`config.mk`:
```
export PLATFORM = sky130hd
export DESIGN_NAME = mem_port_arbiter
export DESIGN_NICKNAME = d
export VERILOG_FILES = /design/src/rtl/mem_port_arbiter_pkg.sv /design/src/rtl/mem_arb_resp_pipe.sv /design/src/rtl/mem_port_arbiter.sv
export SDC_FILE = /design/constraint.sdc
export NUM_CORES = 1
export LEC_CHECK = 0
export ABC_AREA = 1
export ABC_CLOCK_PERIOD_IN_PS = 2700
export BUFFER_PORTS_ARGS = -buffer_cell sky130_fd_sc_hd__buf_2
export CORE_AREA = 4 4 85 87
export DETAILED_ROUTE_END_ITERATION = 6
export DIE_AREA = 0 0 89 91
export PLACE_DENSITY = 0.88
export REMOVE_ABC_BUFFERS = 1
export SLEW_MARGIN = 10
export SYNTH_ARGS = -nofsm -noshare
export SYNTH_HDL_FRONTEND = slang
export SYNTH_HIERARCHICAL = 1
export SYNTH_SLANG_ARGS = --single-unit
```
`constraint.sdc`:
```
create_clock -name clk -period 2.7 [get_ports clk]
set_input_delay 0.81 -clock clk [delete_from_list [all_inputs] [get_ports clk]]
set_output_delay 0.81 -clock clk [all_outputs]
set_load 0.01 [all_outputs]
```
`src/rtl/mem_port_arbiter_pkg.sv`:
```
// Shared widths and encodings for the fetch/data memory port arbiter.
// No logic; constants and types only.
// Imported by the arbiter top and its response pipe.
package mem_port_arbiter_pkg;

    localparam int MEM_ADDR_W = 8;
    localparam int MEM_DATA_W = 32;

    // Owner tag carried alongside each memory read while it is in flight
    typedef enum logic [1:0] {
        TAG_NONE  = 2'd0,
        TAG_INSTR = 2'd1,
        TAG_DATA  = 2'd2
    } tag_e;

    // Identity of the last winner, used by the round-robin build
    typedef enum logic {
        PORT_INSTR = 1'b0,
        PORT_DATA  = 1'b1
    } port_e;

endpackage

```
`src/rtl/mem_arb_resp_pipe.sv`:
```
// Purpose: tracks read ownership for READ_LATENCY cycles, then demuxes mem_read_val to its owner.
// Latency: tag leaves the pipe with the memory data; response registered one cycle later.
// Backpressure: none; full throughput, every pushed tag is delivered unless reset intervenes.
module mem_arb_resp_pipe
    import mem_port_arbiter_pkg::*;
#(
    parameter int READ_LATENCY = 1
) (
    input  logic                  clk,
    input  logic                  rst_n,
    input  tag_e                  push_tag,
    input  logic [MEM_DATA_W-1:0] mem_read_val,
    output logic                  instr_rvalid,
    output logic [MEM_DATA_W-1:0] instr_rdata,
    output logic                  data_rvalid,
    output logic [MEM_DATA_W-1:0] data_rdata
);

    tag_e tag_pipe [READ_LATENCY];
    tag_e tag_out;

    assign tag_out = tag_pipe[READ_LATENCY-1];

    // Shift the owner tag in lockstep with the memory read latency; reset drops in-flight reads
    always_ff @(posedge clk) begin
        if (!rst_n) begin
            for (int i = 0; i < READ_LATENCY; i++) tag_pipe[i] <= TAG_NONE;
        end else begin
            tag_pipe[0] <= push_tag;
            for (int i = 1; i < READ_LATENCY; i++) tag_pipe[i] <= tag_pipe[i-1];
        end
    end

    // Register memory data into the owning port; the other port reads back zero
    always_ff @(posedge clk) begin
        if (!rst_n) begin
            instr_rvalid <= 1'b0;
            instr_rdata  <= '0;
            data_rvalid  <= 1'b0;
            data_rdata   <= '0;
        end else begin
            instr_rvalid <= (tag_out == TAG_INSTR);
            instr_rdata  <= (tag_out == TAG_INSTR) ? mem_read_val : '0;
            data_rvalid  <= (tag_out == TAG_DATA);
            data_rdata   <= (tag_out == TAG_DATA) ? mem_read_val : '0;
        end
    end

endmodule

```
`src/rtl/mem_port_arbiter.sv`:
```
// Purpose: shares one single-port memory between fetch (read-only) and data (read/write) ports.
// Latency: grant combinational; read data READ_LATENCY+1 cycles after grant. Build option MEM_ARB_ROUND_ROBIN_EN.
// Backpressure: requester holds req until gnt; a refused port is forced through after MAX_WAIT refusals.
module mem_port_arbiter
    import mem_port_arbiter_pkg::*;
#(
    parameter int READ_LATENCY = 1,
    parameter int MAX_WAIT     = 4
) (
    input  logic                  clk,
    input  logic                  rst_n,
    input  logic                  instr_req,
    input  logic [MEM_ADDR_W-1:0] instr_addr,
    output logic                  instr_gnt,
    output logic                  instr_rvalid,
    output logic [MEM_DATA_W-1:0] instr_rdata,
    input  logic                  data_req,
    input  logic                  data_we,
    input  logic [MEM_ADDR_W-1:0] data_addr,
    input  logic [MEM_DATA_W-1:0] data_wdata,
    output logic                  data_gnt,
    output logic                  data_rvalid,
    output logic [MEM_DATA_W-1:0] data_rdata,
    output logic [MEM_ADDR_W-1:0] mem_addr,
    output logic                  mem_read_en,
    output logic                  mem_write_en,
    output logic [MEM_DATA_W-1:0] mem_write_val,
    input  logic [MEM_DATA_W-1:0] mem_read_val
);

    localparam logic [3:0] MAX_WAIT_C = 4'(MAX_WAIT);

    logic [3:0] instr_wait;
    logic [3:0] data_wait;
    logic       force_instr;
    logic       force_data;
    logic       pick_data;
    tag_e       push_tag;

`ifdef MEM_ARB_ROUND_ROBIN_EN
    port_e rr_last;
`endif

    // Pick a winner: starvation overrides first (data wins a tie), then the contention rule
    always_comb begin
        force_data  = data_req  && (data_wait  >= MAX_WAIT_C);
        force_instr = instr_req && (instr_wait >= MAX_WAIT_C);
        if (force_data) begin
            pick_data = 1'b1;
        end else if (force_instr) begin
            pick_data = 1'b0;
        end else if (data_req && instr_req) begin
`ifdef MEM_ARB_ROUND_ROBIN_EN
            pick_data = (rr_last == PORT_INSTR);
`else
            pick_data = 1'b1;
`endif
        end else begin
            pick_data = data_req;
        end
        data_gnt  = rst_n && data_req && pick_data;
        instr_gnt = rst_n && instr_req && !pick_data;
    end

    // Steer the memory port to the granted requester; idle port parks at address 0
    always_comb begin
        mem_addr     = '0;
        mem_read_en  = 1'b0;
        mem_write_en = 1'b0;
        push_tag     = TAG_NONE;
        if (data_gnt) begin
            mem_addr     = data_addr;
            mem_read_en  = !data_we;
            mem_write_en = data_we;
            push_tag     = data_we ? TAG_NONE : TAG_DATA;
        end else if (instr_gnt) begin
            mem_addr    = instr_addr;
            mem_read_en = 1'b1;
            push_tag    = TAG_INSTR;
        end
    end

    assign mem_write_val = data_wdata;

    // Count consecutive refusals per port; saturate so the counter never wraps back to zero
    always_ff @(posedge clk) begin
        if (!rst_n) begin
            instr_wait <= '0;
            data_wait  <= '0;
        end else begin
            if (!instr_req || instr_gnt) instr_wait <= '0;
            else if (instr_wait != 4'hF) instr_wait <= instr_wait + 4'd1;
            if (!data_req || data_gnt) data_wait <= '0;
            else if (data_wait != 4'hF) data_wait <= data_wait + 4'd1;
        end
    end

`ifdef MEM_ARB_ROUND_ROBIN_EN
    // Remember the last winner so contention alternates between ports
    always_ff @(posedge clk) begin
        if (!rst_n) rr_last <= PORT_INSTR;
        else if (data_gnt) rr_last <= PORT_DATA;
        else if (instr_gnt) rr_last <= PORT_INSTR;
    end
`endif

    mem_arb_resp_pipe #(
        .READ_LATENCY(READ_LATENCY)
    ) u_resp_pipe (
        .clk          (clk),
        .rst_n        (rst_n),
        .push_tag     (push_tag),
        .mem_read_val (mem_read_val),
        .instr_rvalid (instr_rvalid),
        .instr_rdata  (instr_rdata),
        .data_rvalid  (data_rvalid),
        .data_rdata   (data_rdata)
    );

endmodule

```
## Word-level counts from Yosys, hierarchy flattened

Memory sizes are Yosys's and may differ from the RTL's.
Index checks and enable logic that the tools add are counted.

- Word-level logic and storage cells: 49
- Bits in registers: 74
- Bits in writable memories: 2
- Input port bits: 85
- Output and inout port bits: 110
- Memories kept: 1

Memories:

| name | depth | width | read ports | clocked after memory_dff | write ports | RTL line | RTL |
|---|---|---|---|---|---|---|---|
| u_resp_pipe.tag_pipe | 1 | 2 | 1 | 0 | 1 | mem_arb_resp_pipe.sv:19 | `tag_e tag_pipe [READ_LATENCY];` |

- Equality and inequality tests: 4
- Add/sub/neg operators: 2
- Bitwise gates (word level): 1
- Mux-type cells: 15
- Reductions and logical operators: 18
- $lt $le $gt $ge: 2

Operators with widths:

| kind | count |
|---|---|
| $mux W8 | 2 |
| $mux W1 | 10 |
| $add A4 B1 Y4 const B | 2 |
| $ge A4 B3 Y1 const B | 2 |
| $ne A4 B4 Y1 const B | 2 |
| $logic_and A1 B1 Y1 | 7 |
| $mux W2 | 3 |
| $reduce_or A2 Y1 | 3 |
| $logic_not A1 Y1 | 4 |
| $reduce_and A2 Y1 | 2 |
| $eq A2 B1 Y1 const B | 1 |
| $eq A2 B2 Y1 const B | 1 |
| $logic_or A1 B1 Y1 | 2 |
| $not A1 Y1 | 1 |

## Logic depth before layout (Yosys ltp)

Gate-level depths: netlist of the first run.

- Word-level depth: 9
- Mapped depth: 8
- Gate-level depth less buffers: 8

## Modules after synthesis

The synthesis of the first run kept the hierarchy.

Modules (own cells, without submodules):

| module | cells each | seq. area each (um^2) | instances | area an instance (um^2) |
|---|---|---|---|---|
| mem_arb_resp_pipe | 180 | 1361.3 | 1 | 1886.8 |
| mem_port_arbiter | 121 | 160.2 | 1 | 860.8 |

## Least setup slack after synthesis of the first run

OpenSTA, ideal clock, no wires.

- Path type: input to output
- Start point: in instr_req
- End point: out mem_write_en
- Required time: 1890 ps
- Slack: 634 ps
- Cell stages on the path: 4
- Path buffers: 1
- Arrival: 1256 ps
- Path through: nand3_4 buf_6 nand2_4 nor2_1

- Word-level cells in the longest chain between the ends: 6
- Elaborated cells on any way between the ends: 7
- Those cells by class: mux: 4; reduce/logical: 3

RTL lines:

| element | RTL line | RTL |
|---|---|---|
| start, declared | mem_port_arbiter.sv:12 | `input logic instr_req,` |
| $logic_and A1 B1 Y1 | mem_port_arbiter.sv:52 | `end else if (data_req && instr_req) begin` |
| $mux W1 | mem_port_arbiter.sv:52 |  |
| $mux W1 * | mem_port_arbiter.sv:50 | `end else if (force_instr) begin` |
| $mux W1 * | mem_port_arbiter.sv:48 | `if (force_data) begin` |
| $logic_and A1 B1 Y1 * | mem_port_arbiter.sv:61 | `data_gnt = rst_n && data_req && pick_data;` |
| $mux W1 * | mem_port_arbiter.sv:71 | `if (data_gnt) begin` |
| end, declared | mem_port_arbiter.sv:26 | `output logic mem_write_en,` |

Every way passes the cells marked *; elsewhere a longest branch is shown, timed or not.

## Worst setup path after layout of the first run

- Start point: in rst_n
- End point: out mem_read_en

- Word-level cells in the longest chain between the ends: 4
- Elaborated cells on any way between the ends: 6
- Those cells by class: mux: 2; reduce/logical: 4

RTL lines:

| element | RTL line | RTL |
|---|---|---|
| start, declared | mem_port_arbiter.sv:11 | `input logic rst_n,` |
| $logic_and A1 B1 Y1 (2 in a row) | mem_port_arbiter.sv:62 | `instr_gnt = rst_n && instr_req && !pick_data;` |
| $mux W1 | mem_port_arbiter.sv:76 | `end else if (instr_gnt) begin` |
| $mux W1 * | mem_port_arbiter.sv:71 |  |
| end, declared | mem_port_arbiter.sv:25 | `output logic mem_read_en,` |

Marked as above.

==> summary.md, run 1 <==
| Metric | Value |
|---|---|
| Cts bufs inserted | 9 |
| Worst EP arrival | 1.64 ns |
| Most frequent cell after synthesis | dfxtp_1 |
| CTS tree | built |
| Switching share of total power | 0.228 |
| Iteration-0 DRC Markers | 48 |
| Synth Flop Type | dfxtp_1 |
| Crit. End Element | primary output |
| Post-CTS Setup Bufs | 0 |
| Power Dens Cells | 660 nW/um^2 |
| R2R Setup Slk | 1.46 ns |
| Max H-tree Level | 3 |
| Hold Buf Count CTS | 0 |
| Yosys warnings | 6 |
| Area share of the largest cell type after synthesis | 0.554 |
| Placed Area | 3160 sq um |
| DRC | 0 |
| Vias per cell | 4.42 |
| Startpoint types | primary input |
| Fill cell count | 575 |
| Sequential power share | 0.508 |
| Commonest cells post-synth | dfxtp_1 (76), nor2_1 (60), inv_1 (49), buf_4 (32), nand2_1 (21) |
| WL final | 6780 microns |
| Final Max Tran Viols | 0 |
| Period utilisation layout | 0.908 |
| Async SR Flop Fraction | 0 |
| Syn Inst Count | 301 |
| Switching pwr | 0.510 mW |
| Final Critical Period | 2.45 ns |
| Post-DP HPWL | 5240 microns |
| Setup_tns | 0 ns |
| Vias | 2138 |
| Number of nets with antenna violations after routing | 0 |
| Die Wd | 89 microns |
| # IOs | 195 |
| Max Fclk | 408 MHz |
| Clock Tree Buf Depth | 2 |
| Area delta synth->final | 23.2% |
| CP max FO | 9 |
| Setup Skew | 0.0147 ns |
| Cell area after layout | 3380 sq um |
| # resized after CTS | 0 |
| Die area | 8100 sq um |
| Worst-path clk slew | 0.07 ns |
| CTS root buffer | clkbuf_8 |
| Initial antenna violation count | 0 |
| Vias in the first global route | 2079 |
| Combinational power share | 0.058 |
| Crit path cell chain | buf_2, nand2_1, clkinv_1, nand2_2, o21ai_2, buf_2 |
| GRT overflow | 0 |
| Cell mode on critical path | buf_2 |
| Pint | 1.72 mW |
| RSZ-0062 raised after global routing | no |
| Storage cell area | 1520 sq um |
| Clk Latency, worst-skew pair | 0.34 ns |
| Register area share after synthesis | 0.554 |
| Initial Util | 0.433 |
| Clk sinks | 76 |
| Total track usage | 0.162 |
| Critical path's slowest cell | clkinv_1 |
| Drt pass-1 iters | 4 |
| Synth Register Bits | 76 |
| Critical path type | in -> out |
| Max VDD drop | 0.000426 V |
| First-pass GRT wire length | 9840 microns |
| Buffers on Ports | 130 |
| Synth unique cells | 25 |
| Req. time, crit path | 1.89 ns |
| Cell Rows | 29 |
| Critical Path Max Stage Delay | 0.22 ns |
| Status | completed |
| Layout cells sized above 1 | 0.423 |
| Max Cap Viol | 0 |
| Final number of hold-violating endpoints | 0 |
| Final Wtd Congestion | 0.825 |
| Area of the multi-input gates | 694 sq um |
| Static Leak | 1.96 nW |
| Setup violators final | 0 |
| Largest net degree at the start of global routing | 34 |
| Layout net count | 489 |
| DR WL/cell | 14.0 microns |
| Top post-synthesis cells by area | dfxtp_1 (55%), buf_4 (8.7%), nor2_1 (8.2%) |
| Core Region | 6350 sq um |
| Clk pwr share | 0.434 |
| Syn Std Cell Area | 2750 sq um |
| Syn_area_per_cell | 9.13 sq um |
| Die span in y | 91 microns |
| Post-synth EDFFs | 0 |
| Min-delay worst type | reg -> reg |
| ANT cells | 0 |
| Synth area leader | dfxtp_1 |
| Worst Path Buf+Inv | 3 |
| Crit-path leading delay family | buffers and inverters |
power groups by stage:
| stage | sequential, mW | clock, mW | combinational, mW |
|---|---|---|---|
| floorplan | 1.17 | 0 | 0.0536 |
| global placement | 1.16 | 0 | 0.127 |
| detailed placement | 1.16 | 0 | 0.130 |
| CTS | 1.14 | 1.00 | 0.131 |
| global route | 1.14 | 1.05 | 0.144 |
| finish | 1.14 | 0.969 | 0.129 |
layer usage:
layer	track usage	wire length (microns)	up-vias
li1	-	-	1056
met1	0.175	2610	942
met2	0.249	3070	134
met3	0.102	1020	6
met4	0.0633	75	0
met5	0.0260	0	-
sequential cells by signal, indices dropped and copies added, names as in the netlist:
register / count
u_resp_pipe/data_rdata: 32
u_resp_pipe/instr_rdata: 32
data_wait: 4
instr_wait: 4
u_resp_pipe/tag_pipe: 2
u_resp_pipe/data_rvalid: 1
u_resp_pipe/instr_rvalid: 1
cell families after synthesis:
family / synth area share
AND/OR/NAND/NOR: 0.225
buffers and inverters: 0.194
flip-flops: 0.554
AO/OA/AOI/OAI: 0.0105
XOR/XNOR: 0.00638
adder cells (fa/ha/maj): 0.00911
other: 0.00136
final cells by class:
type / count / share of cell area
Multi-Input combinational cell: 134 / 0.205
Inverter: 51 / 0.0569
Tap cell: 77 / 0.0285
Clock inverter: 7 / 0.0311
Timing Repair Buffer: 130 / 0.192
Clock buffer: 9 / 0.0366
Sequential cell: 76 / 0.450
per-stage QoR:
step / instances / util / worst slack [ns] / total power, mW / hold slack (ns)
2_1_floorplan: 261 / - / 0.621 / 1.22 / 0.452
3_5_place_dp: 468 / 0.497 / 0.256 / 1.29 / 0.487
5_1_grt: 484 / 0.533 / 0.171 / 2.33 / 0.523
3_3_place_gp: 468 / 0.497 / 0.311 / 1.29 / 0.465
6_report: 484 / 0.533 / 0.249 / 2.24 / 0.492
4_1_cts: 484 / 0.533 / 0.257 / 2.27 / 0.499
cells in the final DEF, fill, tap and decap left out:
master      count
xor2_1          1
dfxtp_1        76
buf_2         130
nand2_2         3
nand2_4         2
inv_1          49
inv_6           3
a21oi_1         2
nand3_1        18
bufinv_16       2
conb_1          1
clkinv_2        1
xnor2_1         1
o21ai_2         1
o21ai_0         2
nand4_2         1
ha_1            2
nand3_4         4
nand4_1         1
nor2_2         12
nand2_1        21
clkinv_1        1
clkinvlp_4      1
inv_8           1
nor2_1         60
clkbuf_8        9
nand3_2         2
final timing paths:
check	startpoint	to	depth (start not counted)
worst min-delay path	data_wait[1]$_SDFFE_PP0P_	data_wait[1]$_SDFFE_PP0P_	2
worst min register to register	data_wait[1]$_SDFFE_PP0P_	data_wait[1]$_SDFFE_PP0P_	2
worst max register to register	data_wait[2]$_SDFFE_PP0P_	u_resp_pipe/tag_pipe[0][0]$_SDFF_PN0_	7
worst max-delay path	rst_n	mem_read_en	6
worst reg2reg max path, stage by stage (launching register included):
cell	delay, ns
dfxtp_1	0.35
nor2_2	0.22
nand3_4	0.22
nand2_4	0.17
nand2_2	0.08
inv_1	0.06
nand2_1	0.04
inv_1	0.05
Note: power is estimated with default switching activity, not from simulation.
==> inputs of run 2 (changes only) <==
--- a/config.mk
+++ b/config.mk
@@ -5,13 +5,12 @@
 export SDC_FILE = /design/constraint.sdc
 export NUM_CORES = 1
 export LEC_CHECK = 0
-export ABC_AREA = 1
 export ABC_CLOCK_PERIOD_IN_PS = 2700
 export BUFFER_PORTS_ARGS = -buffer_cell sky130_fd_sc_hd__buf_2
-export CORE_AREA = 4 4 85 87
+export CORE_AREA = 4 4 89 91
 export DETAILED_ROUTE_END_ITERATION = 6
-export DIE_AREA = 0 0 89 91
-export PLACE_DENSITY = 0.88
+export DIE_AREA = 0 0 93 95
+export PLACE_DENSITY = 0.89
 export REMOVE_ABC_BUFFERS = 1
 export SLEW_MARGIN = 10
 export SYNTH_ARGS = -nofsm -noshare
==> summary.md, run 2 <==
| Metric | Value |
|---|---|
| Max VDD drop | 0.000228 V (was 0.000426 V) |
| Final Critical Period | 2.57 ns (was 2.45 ns) |
| Die Wd | 93 microns (was 89 microns) |
| Setup violators final | 0 (unchanged) |
| Mux contribution to synthesized area | 0.00615 (was 0) |
| Async SR Flop Fraction | 0 (unchanged) |
| Setup WS post-layout | 0.125 ns (was 0.249 ns) |
| Fill cell count | 640 (was 575) |
| Iteration-0 DRC Markers | 90 (was 48) |
| Commonest cells after routing, fill and taps aside | buf_2 (130), dfxtp_1 (76), and4b_1 (64) (was buf_2 (130), dfxtp_1 (76), nor2_1 (60)) |
| Post-synth EDFFs | 0 (unchanged) |
| Register area share after synthesis | 0.467 (was 0.554) |
| Post-DP HPWL | 6200 microns (was 5240 microns) |
| Synth Area in Adders | 0.00768 (was 0.00911) |
| Syn_area_per_cell | 11.2 sq um (was 9.13 sq um) |
| Placed cell count | 463 (was 468) |
| Power Dens Cells | 606 nW/um^2 (was 660 nW/um^2) |
| Largest family of logic cells by synthesized area | simple AND/OR/NAND/NOR gates (unchanged) |
| Placed Area | 3580 sq um (was 3160 sq um) |
| Die area | 8840 sq um (was 8100 sq um) |
| Final Wtd Congestion | 0.838 (was 0.825) |
| # IOs | 195 (unchanged) |
| First-pass GRT wire length | 12900 microns (was 9840 microns) |
| Synth Register Bits | 76 (unchanged) |
| Setup Skew | 0.00611 ns (was 0.0147 ns) |
| Die span in y | 95 microns (was 91 microns) |
| WL final | 8590 microns (was 6780 microns) |
| Worst-path clk slew | 0.07 ns (about the same) |
| Critical path type | in -> out (unchanged) |
| Largest net degree at the start of global routing | 67 (was 34) |
| Post-Place Setup Slack | 0.124 ns (was 0.256 ns) |
| Worst Tran Pin Value | 0.557 ns |
| Clk sinks | 76 (unchanged) |
| Simple-gate share of the synthesized area | 0.300 (was 0.225) |
| Biggest regs | u_resp_pipe/data_rdata x32, u_resp_pipe/instr_rdata x32 (unchanged) |
| Vias in the first global route | 2461 (was 2079) |
| Drt pass-1 iters | 4 (unchanged) |
| Number of nets with antenna violations after routing | 0 (unchanged) |
| Top post-synthesis cells by area | dfxtp_1 (47%), and4b_1 (20%), buf_4 (7.6%) (was dfxtp_1 (55%), buf_4 (8.7%), nor2_1 (8.2%)) |
| Period utilisation layout | 0.954 (was 0.908) |
| Synth unique cells | 36 (was 25) |
| Status | completed (unchanged) |
| Worst EP arrival | 1.76 ns (was 1.64 ns) |
| Syn Std Cell Area | 3260 sq um (was 2750 sq um) |
| Hold Buf Count CTS | 0 (unchanged) |
| GRT overflow | 0 (unchanged) |
| Area delta synth->final | 17.2% (was 23.2%) |
| Most frequent cell after synthesis | dfxtp_1 (unchanged) |
| DR WL/cell | 18.0 microns (was 14.0 microns) |
| Layout net count | 462 (was 489) |
| Core Region | 7140 sq um (was 6350 sq um) |
| Area share of the largest cell type after synthesis | 0.467 (was 0.554) |
| CTS tree | built (unchanged) |
| Req. time, crit path | 1.89 ns (about the same) |
| Vias | 2578 (was 2138) |
| XOR/XNOR Fraction of Synth Area | 0.00538 (was 0.00638) |
| CP max FO | 17 (was 9) |
| Core Util, Final | 0.535 (was 0.533) |
| Yosys warnings | 6 (unchanged) |
| Setup_tns | 0 ns (unchanged) |
| Startpoint types | primary input (unchanged) |
| Total track usage | 0.190 (was 0.162) |
| Min-delay worst type | reg -> reg (unchanged) |
| Synth area leader | dfxtp_1 (unchanged) |
| DRC | 0 (unchanged) |
| Clk Latency, worst-skew pair | 0.34 ns (about the same) |
| Syn Inst Count | 292 (was 301) |
| CTS root buffer | clkbuf_8 (unchanged) |
| Max H-tree Level | 3 (unchanged) |
| Initial antenna violation count | 0 (unchanged) |
| Worst slew margin | 0.628 |
| Cts bufs inserted | 9 (unchanged) |
| Commonest cells post-synth | dfxtp_1 (76), and4b_1 (64), buf_4 (33), buf_6 (13), and2_1 (12) (was dfxtp_1 (76), nor2_1 (60), inv_1 (49), buf_4 (32), nand2_1 (21)) |
| Most common cell after layout, fill and taps aside | buf_2 (unchanged) |
| Final Max Tran Viols | 0 (unchanged) |
| Layout cells sized above 1 | 0.417 (was 0.423) |
| Buffers on Ports | 130 (unchanged) |
| Clock Tree Buf Depth | 2 (unchanged) |
| Post-Layout Cell Count | 478 (was 484) |
| Static Leak | 1.98 nW (was 1.96 nW) |
| Crit. End Element | primary output (unchanged) |
| Compound-Gate Fraction of Synth Area | 0.0580 (was 0.0105) |
| Cell area after layout | 3820 sq um (was 3380 sq um) |
| Cell Rows | 31 (was 29) |
| Final number of hold-violating endpoints | 0 (unchanged) |
| Initial Util | 0.456 (was 0.433) |
| Synth Flop Type | dfxtp_1 (unchanged) |
| RSZ-0062 raised after global routing | no (unchanged) |
| Max Fclk | 388 MHz (was 408 MHz) |
| ANT cells | 0 (unchanged) |
| Max Cap Viol | 0 (unchanged) |
| Vias per cell | 5.39 (was 4.42) |
## run 2: worst max-delay path, stage by stage
cell	delay, ns
buf_2	0.14
and2_1	0.16
buf_4	0.18
a32oi_1	0.23
nand3_1	0.09
buf_2	0.15
## run 2: final timing paths
kind / from / endpoint / depth (start not counted) / slack, ns
setup / recovery: rst_n / mem_addr[2] / 6 / 0.13
hold / removal: data_wait[1]$_SDFFE_PP0P_ / data_wait[1]$_SDFFE_PP0P_ / 2 / 0.55
setup reg to reg: data_wait[2]$_SDFFE_PP0P_ / instr_wait[2]$_SDFFE_PP0P_ / 3 / 1.37
hold reg to reg: data_wait[1]$_SDFFE_PP0P_ / data_wait[1]$_SDFFE_PP0P_ / 2 / 0.55
## run 2: power by group
group          internal, mW  switching (mW)  total, mW
sequential             1.13         0.00636       1.14
clock                 0.612           0.397       1.01
combinational        0.0727          0.0928      0.166
total                  1.82           0.496       2.31
## run 2: repair_timing
item | 4_1_cts | 5_1_grt
setup buffers | 0 | 0
setup endpoints to repair | 0 | 4
resized for setup | 0 | 2
## run 2: layout make-up
type	count	area, sq um	share of cell area
Sequential cell	76	1520	0.399
Timing Repair Buffer	135	688	0.180
Inverter	3	11.3	0.00295
Tap cell	99	124	0.0324
Clock buffer	9	124	0.0324
Multi-Input combinational cell	150	1240	0.324
Clock inverter	6	113	0.0295
## run 2: metal layers
metal | vias to the layer above | track usage | part of all wire
met2 | 176 | 0.282 | 0.44
met5 | - | 0 | 0
met1 | 1171 | 0.231 | 0.40
li1 | 1220 | - | -
met4 | 0 | 0.0586 | 0.013
met3 | 11 | 0.112 | 0.15
## run 2: stage by stage
| stage | hold slack (ns) | power [mW] |
|---|---|---|
| after floorplan | 0.500 | 1.23 |
| after global placement | 0.516 | 1.32 |
| after global routing | 0.596 | 2.41 |
| after CTS | 0.558 | 2.34 |
| final | 0.552 | 2.31 |
| after detailed placement | 0.539 | 1.33 |
## run 2: kinds of logic (layout without fill, tap and decap cells)
kind of cell,Yosys count,in the layout
compound gates,23,23
xor+xnor,2,2
fa+ha+maj,2,2
buf+inv,66,153
flops,76,76
mux,2,2
other cells,1,1
simple gates,120,120
==> inputs of run 3 (changes only) <==
--- a/config.mk
+++ b/config.mk
@@ -7,13 +7,12 @@
 export LEC_CHECK = 0
 export ABC_CLOCK_PERIOD_IN_PS = 2700
 export BUFFER_PORTS_ARGS = -buffer_cell sky130_fd_sc_hd__buf_2
-export CORE_AREA = 4 4 89 91
+export CORE_AREA = 4 4 86 88
 export DETAILED_ROUTE_END_ITERATION = 6
-export DIE_AREA = 0 0 93 95
-export PLACE_DENSITY = 0.89
+export DIE_AREA = 0 0 90 92
+export PLACE_DENSITY = 0.87
 export REMOVE_ABC_BUFFERS = 1
 export SLEW_MARGIN = 10
 export SYNTH_ARGS = -nofsm -noshare
 export SYNTH_HDL_FRONTEND = slang
-export SYNTH_HIERARCHICAL = 1
 export SYNTH_SLANG_ARGS = --single-unit
==> summary.md, run 3 <==
| Metric | Value |
|---|---|
| Max H-tree Level | 3 (unchanged) |
| Clk sinks | 76 (unchanged) |
| Yosys warnings | 0 (was 6) |
| Cts bufs inserted | 9 (unchanged) |
| Placed Area | 3330 sq um (was 3580 sq um) |
| Crit. End Element | primary output (unchanged) |
| Area share of the largest cell type after synthesis | 0.535 (was 0.467) |
| Initial antenna violation count | 0 (unchanged) |
| Syn Inst Count | 274 (was 292) |
| Power Dens Cells | 666 nW/um^2 (was 606 nW/um^2) |
| Clk Latency, worst-skew pair | 0.33 ns (was 0.34 ns) |
| Syn Std Cell Area | 2840 sq um (was 3260 sq um) |
| Register area share after synthesis | 0.535 (was 0.467) |
| CTS tree | built (unchanged) |
| Most common cell after layout, fill and taps aside | buf_2 (unchanged) |
| Max Fclk | 396 MHz (was 388 MHz) |
| Worst Tran Pin Value | 0.506 ns (was 0.557 ns) |
| Largest net degree at the start of global routing | 34 (was 67) |
| Cell area after layout | 3610 sq um (was 3820 sq um) |
| Status | completed (unchanged) |
| Worst Min Path Start | data_wait[1]$_SDFFE_PP0P_ (unchanged) |
| Setup violators final | 0 (unchanged) |
| Iteration-0 DRC Markers | 58 (was 90) |
| Core Region | 6640 sq um (was 7140 sq um) |
| CTS root buffer | clkbuf_8 (unchanged) |
| Async SR Flop Fraction | 0 (unchanged) |
| Worst EP arrival | 1.72 ns (was 1.76 ns) |
| WL final | 7090 microns (was 8590 microns) |
| DRC | 0 (unchanged) |
| Die Wd | 90 microns (was 93 microns) |
| Most frequent cell after synthesis | dfxtp_1 (unchanged) |
| Cell mode on critical path | buf_2 (unchanged) |
| Worst slew margin | 0.662 (was 0.628) |
| Drt pass-1 iters | 4 (unchanged) |
| First-pass GRT wire length | 10900 microns (was 12900 microns) |
| RSZ-0062 raised after global routing | no (unchanged) |
| Period utilisation layout | 0.936 (was 0.954) |
| Die area | 8280 sq um (was 8840 sq um) |
| Post-synth EDFFs | 0 (unchanged) |
| Setup_tns | 0 ns (unchanged) |
| Vias in the first global route | 2175 (was 2461) |
| Layout cells sized above 1 | 0.431 (was 0.417) |
| ANT cells | 0 (unchanged) |
| Final Wtd Congestion | 0.832 (was 0.838) |
| Final Max Tran Viols | 0 (unchanged) |
| Die span in y | 92 microns (was 95 microns) |
| Capturing point of the worst reg2reg path | instr_wait[3]$_SDFFE_PP0P_ (was instr_wait[2]$_SDFFE_PP0P_) |
| CP max FO | 18 (was 17) |
| Critical R2R Launch | instr_wait[2]$_SDFFE_PP0P_ (was data_wait[2]$_SDFFE_PP0P_) |
| Req. time, crit path | 1.89 ns (about the same) |
| Synth Register Bits | 76 (unchanged) |
| Min-delay worst type | reg -> reg (unchanged) |
| Setup Skew | 0.00676 ns (was 0.00611 ns) |
| Biggest regs | u_resp_pipe.data_rdata x32, u_resp_pipe.instr_rdata x32 (was u_resp_pipe/data_rdata x32, u_resp_pipe/instr_rdata x32) |
| Clock Tree Buf Depth | 2 (unchanged) |
| Syn_area_per_cell | 10.4 sq um (was 11.2 sq um) |
| Commonest cells after routing, fill and taps aside | buf_2 (130), dfxtp_1 (75), and2_1 (66) (was buf_2 (130), dfxtp_1 (76), and4b_1 (64)) |
| Worst hold path depth | 2 (unchanged) |
| Post-DP HPWL | 5350 microns (was 6200 microns) |
| Static Leak | 1.79 nW (was 1.98 nW) |
| Fill cell count | 556 (was 640) |
| Initial Util | 0.428 (was 0.456) |
| Area delta synth->final | 26.8% (was 17.2%) |
| Hold EP | data_wait[1]$_SDFFE_PP0P_ (unchanged) |
| Cell Rows | 30 (was 31) |
| Vias per cell | 4.93 (was 5.39) |
| Total track usage | 0.170 (was 0.190) |
| Critical path's slowest cell | and2_1 (was a32oi_1) |
| Worst r2r path cells | 3 (unchanged) |
| Post-CTS Setup Bufs | 0 (unchanged) |
| Max Cap Viol | 0 (unchanged) |
| Max VDD drop | 0.000287 V (was 0.000228 V) |
| R2R Setup Slk | 1.40 ns (was 1.37 ns) |
| Hold Buf Count CTS | 0 (unchanged) |
| Vias | 2258 (was 2578) |
| Layout net count | 461 (was 462) |
| GRT overflow | 0 (unchanged) |
| Critical Path Max Stage Delay | 0.18 ns (was 0.23 ns) |
| Buffers on Ports | 130 (unchanged) |
| Startpoint types | primary input (unchanged) |
| Final Critical Period | 2.53 ns (was 2.57 ns) |
| Number of nets with antenna violations after routing | 0 (unchanged) |
| Worst-path clk slew | 0.07 ns (about the same) |
| Critical path type | in -> out (unchanged) |
| Crit path cell chain | buf_2, and2_1, buf_12, a32oi_1, nand3_1, buf_2 (was buf_2, and2_1, buf_4, a32oi_1, nand3_1, buf_2) |
| DR WL/cell | 15.5 microns (was 18.0 microns) |
| Synth unique cells | 37 (was 36) |
| # IOs | 195 (unchanged) |
| Top post-synthesis cells by area | dfxtp_1 (54%), and2_1 (15%), buf_4 (9.0%) (was dfxtp_1 (47%), and4b_1 (20%), buf_4 (7.6%)) |
| Synth Flop Type | dfxtp_1 (unchanged) |
| Synth area leader | dfxtp_1 (unchanged) |
| Commonest cells post-synth | dfxtp_1 (76), and2_1 (66), buf_4 (34), nand3_1 (11), nor2b_1 (9) (was dfxtp_1 (76), and4b_1 (64), buf_4 (33), buf_6 (13), and2_1 (12)) |
| Final number of hold-violating endpoints | 0 (unchanged) |
run 3: cell type report:
cell class / instances / area [sq um] / area share
repair buffers: 136 / 708 / 0.196
well taps: 80 / 100 / 0.0278
multi-input cells: 148 / 1000 / 0.278
inverters: 3 / 11.3 / 0.00312
clock buffers: 9 / 124 / 0.0344
clock inverters: 6 / 138 / 0.0382
flip-flops and latches: 76 / 1520 / 0.422
run 3: critical path: cells and delay by family:
kind	cells	cell delay [ns]
buf+inv	3	0.44
simple gates	2	0.28
compound gates	1	0.18
run 3: worst max path at each step:
stage / startpoint / endpoint / slack, ns / depth (start not counted)
detailed placement: rst_n / mem_addr[6] / 0.02 / 5
global placement: rst_n / mem_addr[7] / 0.08 / 5
global route: instr_wait[2]$_SDFFE_PP0P_ / mem_read_en / 0.08 / 4
finish: rst_n / mem_addr[2] / 0.17 / 6
floorplan: rst_n / mem_addr[0] / 0.41 / 3
CTS: rst_n / mem_addr[6] / 0.009 / 5
run 3: timing repair:
item                                    4_1_cts  5_1_grt
endpoints found under the setup margin        1       10
gates resized for setup                       1        3
pin swaps                                     0        1
run 3: cells by family (layout without fill, tap and decap cells):
group,count (synthesis),in the layout,synth area share
flip-flops,76,76,0.535
multiplexers,2,2,0.00704
XOR/XNOR,2,2,0.00616
buffers and inverters,50,154,0.117
adder cells (fa/ha/maj),2,2,0.00880
other,1,1,0.00132
AND/OR/NAND/NOR,117,117,0.254
AO/OA/AOI/OAI,24,24,0.0709
run 3: where the power goes:
group          switching, mW  internal (mW)  leakage (nW)
sequential           0.00613           1.14         0.616
clock                  0.388          0.705         0.129
combinational         0.0841         0.0771          1.04
total                  0.479           1.92          1.79
run 3: metrics by stage:
stage                     cells  hold slack [ns]  power, mW  utilization  worst slack [ns]
after global routing        458            0.592       2.51        0.543            0.0813
after global placement      443            0.513       1.33        0.502            0.0772
final                       458            0.548       2.40        0.543             0.172
after detailed placement    443            0.540       1.33        0.502            0.0246
after floorplan             227            0.500       1.23            -             0.407
after CTS                   458            0.550       2.44        0.542           0.00936
run 3: metal layers:
metal	up-vias	share of wire	wire [microns]	GRT usage
met3	6	0.15	1050	0.111
met1	1005	0.40	2830	0.187
met5	-	0	0	0.0256
li1	1087	-	-	-
met4	0	0.0059	42	0.0612
met2	160	0.45	3180	0.260
